File: config.mk
export PLATFORM = sky130hd
export DESIGN_NAME = vend_sequencer
export DESIGN_NICKNAME = d
export VERILOG_FILES = /design/src/rtl/vend_pkg.sv /design/src/rtl/vend_edge_arb.sv /design/src/rtl/vend_sequencer.sv
export SDC_FILE = /design/constraint.sdc
export NUM_CORES = 1
export LEC_CHECK = 0
export BUFFER_PORTS_ARGS = -buffer_cell sky130_fd_sc_hd__clkbuf_2
export CORE_MARGIN = 2
export CORE_UTILIZATION = 35
export DETAILED_ROUTE_END_ITERATION = 12
export PLACE_DENSITY = 0.52
export SLEW_MARGIN = 20
export SYNTH_ARGS = -nofsm -noshare
export SYNTH_HDL_FRONTEND = slang
export SYNTH_SLANG_ARGS = --single-unit
File: constraint.sdc
create_clock -name clk -period 3.5 [get_ports clk]
set_input_delay 0 -clock clk [delete_from_list [all_inputs] [get_ports clk]]
set_output_delay 0 -clock clk [all_outputs]
set_load 0.02 [all_outputs]
File: src/rtl/vend_pkg.sv
// Shared types and constants for the vending sequencer.
//   state_t  : sequencer FSM states
//   C5/C10/C25 : coin values in cents
//   PRICE    : product price table in cents, indexed by product number
package vend_pkg;

  typedef enum logic [1:0] {
    IDLE     = 2'd0,
    CREDIT   = 2'd1,
    DISPENSE = 2'd2,
    CHANGE   = 2'd3
  } state_t;

  localparam int C5  = 5;
  localparam int C10 = 10;
  localparam int C25 = 25;

  localparam int PRICE [4] = '{50, 35, 25, 65};

  function automatic int price_of(input logic [1:0] p);
    return PRICE[p];
  endfunction

endpackage

File: src/rtl/vend_edge_arb.sv
// Input capture, rising-edge detection and coin arbitration.
// Ports:
//   clk, reset                 : clock, synchronous active-low reset
//   coin_5/10/25, select,
//   cancel, product            : raw input levels
//   coin_val                   : value of the winning coin edge this cycle (0 = none)
//   coin_lost                  : more than one coin edge this cycle
//   sel_edge, cancel_edge      : rising edges of select / cancel
//   product_q                  : product index registered alongside select
module vend_edge_arb
  import vend_pkg::*;
(
  input  logic       clk,
  input  logic       reset,
  input  logic       coin_5,
  input  logic       coin_10,
  input  logic       coin_25,
  input  logic       select,
  input  logic [1:0] product,
  input  logic       cancel,
  output logic [4:0] coin_val,
  output logic       coin_lost,
  output logic       sel_edge,
  output logic       cancel_edge,
  output logic [1:0] product_q
);

  // bit order: {coin_25, coin_10, coin_5, select, cancel}
  logic [4:0] lvl;
  logic [4:0] cur;
  logic [4:0] prev;
  logic [4:0] rise;

  assign lvl = {coin_25, coin_10, coin_5, select, cancel};

  // Both history stages load the live levels during reset so that a level
  // already high at release is never seen as an edge.
  always_ff @(posedge clk) begin
    if (!reset) begin
      cur       <= lvl;
      prev      <= lvl;
      product_q <= product;
    end else begin
      cur       <= lvl;
      prev      <= cur;
      product_q <= product;
    end
  end

  assign rise        = cur & ~prev;
  assign sel_edge    = rise[1];
  assign cancel_edge = rise[0];

  always_comb begin
    coin_val = '0;
    if (rise[4])      coin_val = 5'(C25);
    else if (rise[3]) coin_val = 5'(C10);
    else if (rise[2]) coin_val = 5'(C5);
  end

  assign coin_lost = (rise[4] & (rise[3] | rise[2])) | (rise[3] & rise[2]);

endmodule

File: src/rtl/vend_sequencer.sv
// Vending sequencer: credit accumulation, product purchase and greedy
// change return.
// Ports:
//   clk, reset              : clock, synchronous active-low reset
//   coin_5/10/25            : coin sensor levels (rising edge = coin)
//   select, product         : purchase request and product index
//   cancel                  : refund request
//   credit                  : current credit in cents
//   dispense, dispense_id   : one-cycle purchase strobe and product
//   change_25/10/5          : one-cycle coin-return pulses
//   coin_reject             : coin edge seen but not credited
//   short_funds             : select with insufficient credit
//   busy                    : dispensing or returning change
//
// state    | meaning
// IDLE     | no credit; waiting for first coin
// CREDIT   | credit held; accepting coins, select, cancel, timeout
// DISPENSE | one cycle; purchase strobe out, price deducted
// CHANGE   | returning remaining credit one coin per cycle
module vend_sequencer
  import vend_pkg::*;
#(
  parameter int CREDIT_W       = 8,
  parameter int MAX_CREDIT     = 100,
  parameter int TIMEOUT_CYCLES = 1000
) (
  input  logic                clk,
  input  logic                reset,
  input  logic                coin_5,
  input  logic                coin_10,
  input  logic                coin_25,
  input  logic                select,
  input  logic [1:0]          product,
  input  logic                cancel,
  output logic [CREDIT_W-1:0] credit,
  output logic                dispense,
  output logic [1:0]          dispense_id,
  output logic                change_25,
  output logic                change_10,
  output logic                change_5,
  output logic                coin_reject,
  output logic                short_funds,
  output logic                busy
);

  localparam int TMR_W = $clog2(TIMEOUT_CYCLES + 1);
  localparam logic [TMR_W-1:0] TMR_LAST = TMR_W'(TIMEOUT_CYCLES - 1);

  logic [4:0] coin_val;
  logic       coin_lost;
  logic       sel_edge;
  logic       cancel_edge;
  logic [1:0] product_q;

  vend_edge_arb u_edge_arb (
    .clk         (clk),
    .reset       (reset),
    .coin_5      (coin_5),
    .coin_10     (coin_10),
    .coin_25     (coin_25),
    .select      (select),
    .product     (product),
    .cancel      (cancel),
    .coin_val    (coin_val),
    .coin_lost   (coin_lost),
    .sel_edge    (sel_edge),
    .cancel_edge (cancel_edge),
    .product_q   (product_q)
  );

  state_t              state, state_nxt;
  logic [TMR_W-1:0]    timer, timer_nxt;
  logic [CREDIT_W-1:0] credit_nxt;
  logic                dispense_nxt;
  logic [1:0]          dispense_id_nxt;
  logic                change_25_nxt, change_10_nxt, change_5_nxt;
  logic                coin_reject_nxt, short_funds_nxt, busy_nxt;

  logic                coin_any;
  logic [CREDIT_W:0]   coin_sum;
  logic                coin_fits;
  logic [CREDIT_W-1:0] sel_price;
  logic [CREDIT_W-1:0] disp_price;

  assign coin_any   = (coin_val != '0);
  // one extra bit so the ceiling check cannot wrap
  assign coin_sum   = {1'b0, credit} + (CREDIT_W + 1)'(coin_val);
  assign coin_fits  = (coin_sum <= (CREDIT_W + 1)'(MAX_CREDIT));
  assign sel_price  = CREDIT_W'(price_of(product_q));
  // dispense_id still holds the purchased product during DISPENSE
  assign disp_price = CREDIT_W'(price_of(dispense_id));

  always_ff @(posedge clk) begin
    if (!reset) begin
      state       <= IDLE;
      timer       <= '0;
      credit      <= '0;
      dispense    <= 1'b0;
      dispense_id <= '0;
      change_25   <= 1'b0;
      change_10   <= 1'b0;
      change_5    <= 1'b0;
      coin_reject <= 1'b0;
      short_funds <= 1'b0;
      busy        <= 1'b0;
    end else begin
      state       <= state_nxt;
      timer       <= timer_nxt;
      credit      <= credit_nxt;
      dispense    <= dispense_nxt;
      dispense_id <= dispense_id_nxt;
      change_25   <= change_25_nxt;
      change_10   <= change_10_nxt;
      change_5    <= change_5_nxt;
      coin_reject <= coin_reject_nxt;
      short_funds <= short_funds_nxt;
      busy        <= busy_nxt;
    end
  end

  always_comb begin
    state_nxt       = state;
    timer_nxt       = timer;
    credit_nxt      = credit;
    dispense_nxt    = 1'b0;
    dispense_id_nxt = '0;
    change_25_nxt   = 1'b0;
    change_10_nxt   = 1'b0;
    change_5_nxt    = 1'b0;
    coin_reject_nxt = 1'b0;
    short_funds_nxt = 1'b0;

    case (state)
      IDLE: begin
        short_funds_nxt = sel_edge;
        if (coin_any) begin
          if (coin_fits) begin
            credit_nxt = coin_sum[CREDIT_W-1:0];
            timer_nxt  = '0;
            state_nxt  = CREDIT;
          end else begin
            coin_reject_nxt = 1'b1;
          end
          if (coin_lost) coin_reject_nxt = 1'b1;
        end
      end

      CREDIT: begin
        if (sel_edge) begin
          if (credit >= sel_price) begin
            dispense_nxt    = 1'b1;
            dispense_id_nxt = product_q;
            state_nxt       = DISPENSE;
          end else begin
            short_funds_nxt = 1'b1;
            timer_nxt       = '0;
          end
          coin_reject_nxt = coin_any;
        end else if (cancel_edge) begin
          state_nxt       = CHANGE;
          coin_reject_nxt = coin_any;
        end else if (coin_any) begin
          if (coin_fits) begin
            credit_nxt = coin_sum[CREDIT_W-1:0];
            timer_nxt  = '0;
          end else begin
            coin_reject_nxt = 1'b1;
          end
          if (coin_lost) coin_reject_nxt = 1'b1;
        end else if (timer == TMR_LAST) begin
          state_nxt = CHANGE;
        end else begin
          timer_nxt = timer + 1'b1;
        end
      end

      DISPENSE: begin
        timer_nxt       = '0;
        credit_nxt      = credit - disp_price;
        state_nxt       = (credit_nxt != '0) ? CHANGE : IDLE;
        coin_reject_nxt = coin_any;
      end

      CHANGE: begin
        timer_nxt       = '0;
        coin_reject_nxt = coin_any;
        if (credit >= CREDIT_W'(C25)) begin
          change_25_nxt = 1'b1;
          credit_nxt    = credit - CREDIT_W'(C25);
        end else if (credit >= CREDIT_W'(C10)) begin
          change_10_nxt = 1'b1;
          credit_nxt    = credit - CREDIT_W'(C10);
        end else if (credit != '0) begin
          change_5_nxt  = 1'b1;
          credit_nxt    = credit - CREDIT_W'(C5);
        end
        if (credit_nxt == '0) state_nxt = IDLE;
      end

      default: state_nxt = IDLE;
    endcase

    busy_nxt = (state_nxt == DISPENSE) || (state_nxt == CHANGE);
  end

endmodule

==> summary.json <==
{
  "synth_enable_flop_cells": 0,
  "post_synth_inst_count": 411,
  "critPathLaunchType": "flop",
  "nNetsFinal": 484,
  "p_per_area_mw_per_mm2": 516.9,
  "min-delay-path-class": "in -> reg",
  "buffer_ports.inserted": 25,
  "cts_tree": "yes",
  "synth_top_area_share_pct": 23.91,
  "finalWirelength_mm": 9.177,
  "yosys.cell_types.count": 77,
  "grt_max_degree": 22,
  "final.setup.tns_ps": 0,
  "drt_drc_violations_left": 0,
  "worst_setup_path_end_kind": "flop",
  "run_status": "complete, no violations",
  "power_switching_share_pct": 42.96,
  "comb_power_share_pct": 52.8,
  "postSynthAreaPerCell_um2": 8.150,
  "dp_cells": 564,
  "yosys_most_used_dff": "dfxtp_1",
  "relSlewSlack_pct": 50.48,
  "top_level_ports": 26,
  "syn_to_final_growth_pct": 15.84,
  "p_sw_w": 0.0008615,
  "layout_min_cycle_time_ps": 3257,
  "ratio_of_cells_with_drive_above_1_in_the_final_layout_pct": 16.89,
  "first_pass_grt_wire_length_mm": 15.26,
  "dieArea_mm2": 0.01037,
  "start_util_pct": 36.08,
  "clock_skew_ps": 8.377,
  "internal_power_w": 0.001144,
  "irDropWorstVdd_uv": 221.2,
  "hold_violations": 0,
  "yosys.cell_count.top_type": "nor2_1",
  "tightestPinTransition_ps": 741.8,
  "detail_routed_net_length_per_standard_cell_um": 15.85,
  "clk_path_buf_depth": 2,
  "via_count_of_the_first_global_routing_pass": 3074,
  "rsz0062_at_grt": "no",
  "antenna_cells_inserted": 0,
  "vias": 3193,
  "clock_insertion_delay_worst_skew_ps": 300,
  "yosysSeqAreaShare_pct": 23.91,
  "max_clock_freq_mhz": 307.0,
  "synth.top_cells.by_area": "dfxtp_1 (24%), ha_1 (9.0%), nor2_1 (4.7%), nor3_1 (3.4%), a21oi_1 (3.3%)",
  "max_cap_viol_count": 0,
  "fin_total_pwr_w": 0.002005,
  "finalSetupViolations": 0,
  "placementRows": 35,
  "drt_pre_antenna_iters": 4,
  "core_area_mm2": 0.009284,
  "globalRouteTotalUtil_pct": 18.66,
  "static-leakage-power_nw": 1.541,
  "tritoncts.num_buffers": 5,
  "synth_seq_cells": 40,
  "clk_tree_root_cell": "clkbuf_8",
  "mean_number_of_vias_per_cell": 5.515,
  "clkTransAtPathRegs_ps": 90,
  "level_count_of_the_clock_h_tree": 2,
  "synth_largest_area_cell": "dfxtp_1",
  "post-cts-setup-buffer-count": 0,
  "ant_nets": 0,
  "gp_congestion": 0.8992,
  "post_synthesis_net_count": 446,
  "synth_warnings": 0,
  "layoutNonFillerInstCount": 579,
  "sink_count_of_the_clock_tree": 40,
  "cp.required_ps": 3700,
  "post-dp-hpwl_mm": 6.980,
  "fin_worst_hold_slack_ps": 214.4,
  "die-height_um": 101.8,
  "drt_iter0_markers": 180,
  "critPathMaxFanout": 3,
  "cp.arrival_ps": 3460,
  "timing.final.max_slew_violations": 0,
  "fp.dieW_um": 101.8,
  "pwr-share-clk_pct": 20.1,
  "post_synth_design_cell_area_mm2": 0.003349,
  "grt_overflow": 0,
  "grt_antenna_before_repair": 0,
  "post-route-period-util_pct": 93.07,
  "synth_top_cells_by_count": "nor2_1 (42), dfxtp_1 (40), ha_1 (24)",
  "setup.worst_path.class": "reg -> reg",
  "postSynth.asyncResetShare_pct": 0,
  "share_seq_of_total_power_pct": 27.1
}
[final cells by class]
type | instances | area (µm²)
clock inverters | 3 | 46.29
repair buffers | 51 | 337.8
multi-input cells | 337 | 2412
clock buffers | 5 | 68.82
well taps | 129 | 161.4
inverters | 14 | 52.55
fillers | 994 | 5404
flip-flops and latches | 40 | 800.8
[through the flow]
step / setup WS [ps] / area [µm²] / utilization [%]
2_1_floorplan: 420.0 / 3349 / -
3_3_place_gp: 249.3 / 3685 / 39.69
3_5_place_dp: 103.9 / 3685 / 39.69
4_1_cts: 92.83 / 3870 / 41.68
5_1_grt: 15.82 / 3880 / 41.79
6_report: 242.5 / 3880 / 41.79
[flip-flops by register name, summed over array words and instances (netlist names), named ones only]
register	cells
change_5	1
coin_reject	1
change_25	1
credit	8
dispense_id	2
u_edge_arb.product_q	2
short_funds	1
change_10	1
u_edge_arb.prev	5
timer	10
dispense	1
u_edge_arb.cur	5
[placed cells by master, fill, tap and decap left out, drive strengths merged, types with 10 or more instances in the layout]
master,netlist,layout
o21ai,22,22
dfxtp,40,40
nand2,21,21
nand3,14,14
nor2b,10,10
buf,9,19
nor3,25,25
nand2b,12,12
inv,13,14
xnor2,12,12
nor2,43,43
ha,24,24
clkbuf,11,30
a21oi,22,22
[path summary, 6_finish.rpt]
check	slack, ps	start	to	cells past startpoint
max reg2reg	240	u_edge_arb.cur[3]$_DFF_P_	timer[5]$_SDFFE_PN0P_	12
min	210	reset	credit[3]$_SDFFE_PN0P_	3
min reg2reg	490	timer[9]$_SDFFE_PN0P_	timer[9]$_SDFFE_PN0P_	2
max	240	u_edge_arb.cur[3]$_DFF_P_	timer[5]$_SDFFE_PN0P_	12
[worst max-delay path: stages, from the launching register on]
cell and delay (ps):
dfxtp_1 350, nor2b_2 210, o21ai_0 140, ha_1 240, fa_1 410, xnor2_1 250
nor2_1 100, o32ai_2 280, nand3_2 160, a211oi_4 330, nor4_1 100, o21a_1 250
a221o_1 340
[power groups by stage]
stage / Clock [W] / Combinational (W) / Sequential (W)
5_1_grt: 0.000429 / 0.00117 / 0.000550
3_3_place_gp: 0 / 0.00104 / 0.000555
2_1_floorplan: 0 / 0.000737 / 0.000562
6_report: 0.000403 / 0.00106 / 0.000543
4_1_cts: 0.000409 / 0.00105 / 0.000543
3_5_place_dp: 0 / 0.00103 / 0.000553
[repair_timing]
| action | in CTS | in global routing |
|---|---|---|
| hold buffers | 7 | 0 |
| setup endpoints to repair | 0 | 10 |
| hold endpoints to repair | 12 | 0 |
| gates resized for setup | 0 | 2 |
[cell families after synthesis]
family / Yosys count / synth area share, %
buffers and inverters: 34 / 4.371
DFF: 40 / 23.91
adders and majority gates: 28 / 10.80
AOI/OAI and AO/OA: 115 / 26.97
and+or+nand+nor: 168 / 26.60
muxes: 10 / 3.175
xor gates and xnor gates: 16 / 4.184
[metal layers]
layer | track usage [%] | vias up | wire (µm)
met5 | 0 | - | 0
met4 | 5.641 | 0 | 108
met3 | 2.941 | 7 | 377
met2 | 31.88 | 67 | 4420
met1 | 24.29 | 1498 | 4270
li1 | - | 1621 | -
Power figures use the tool's default switching activity.
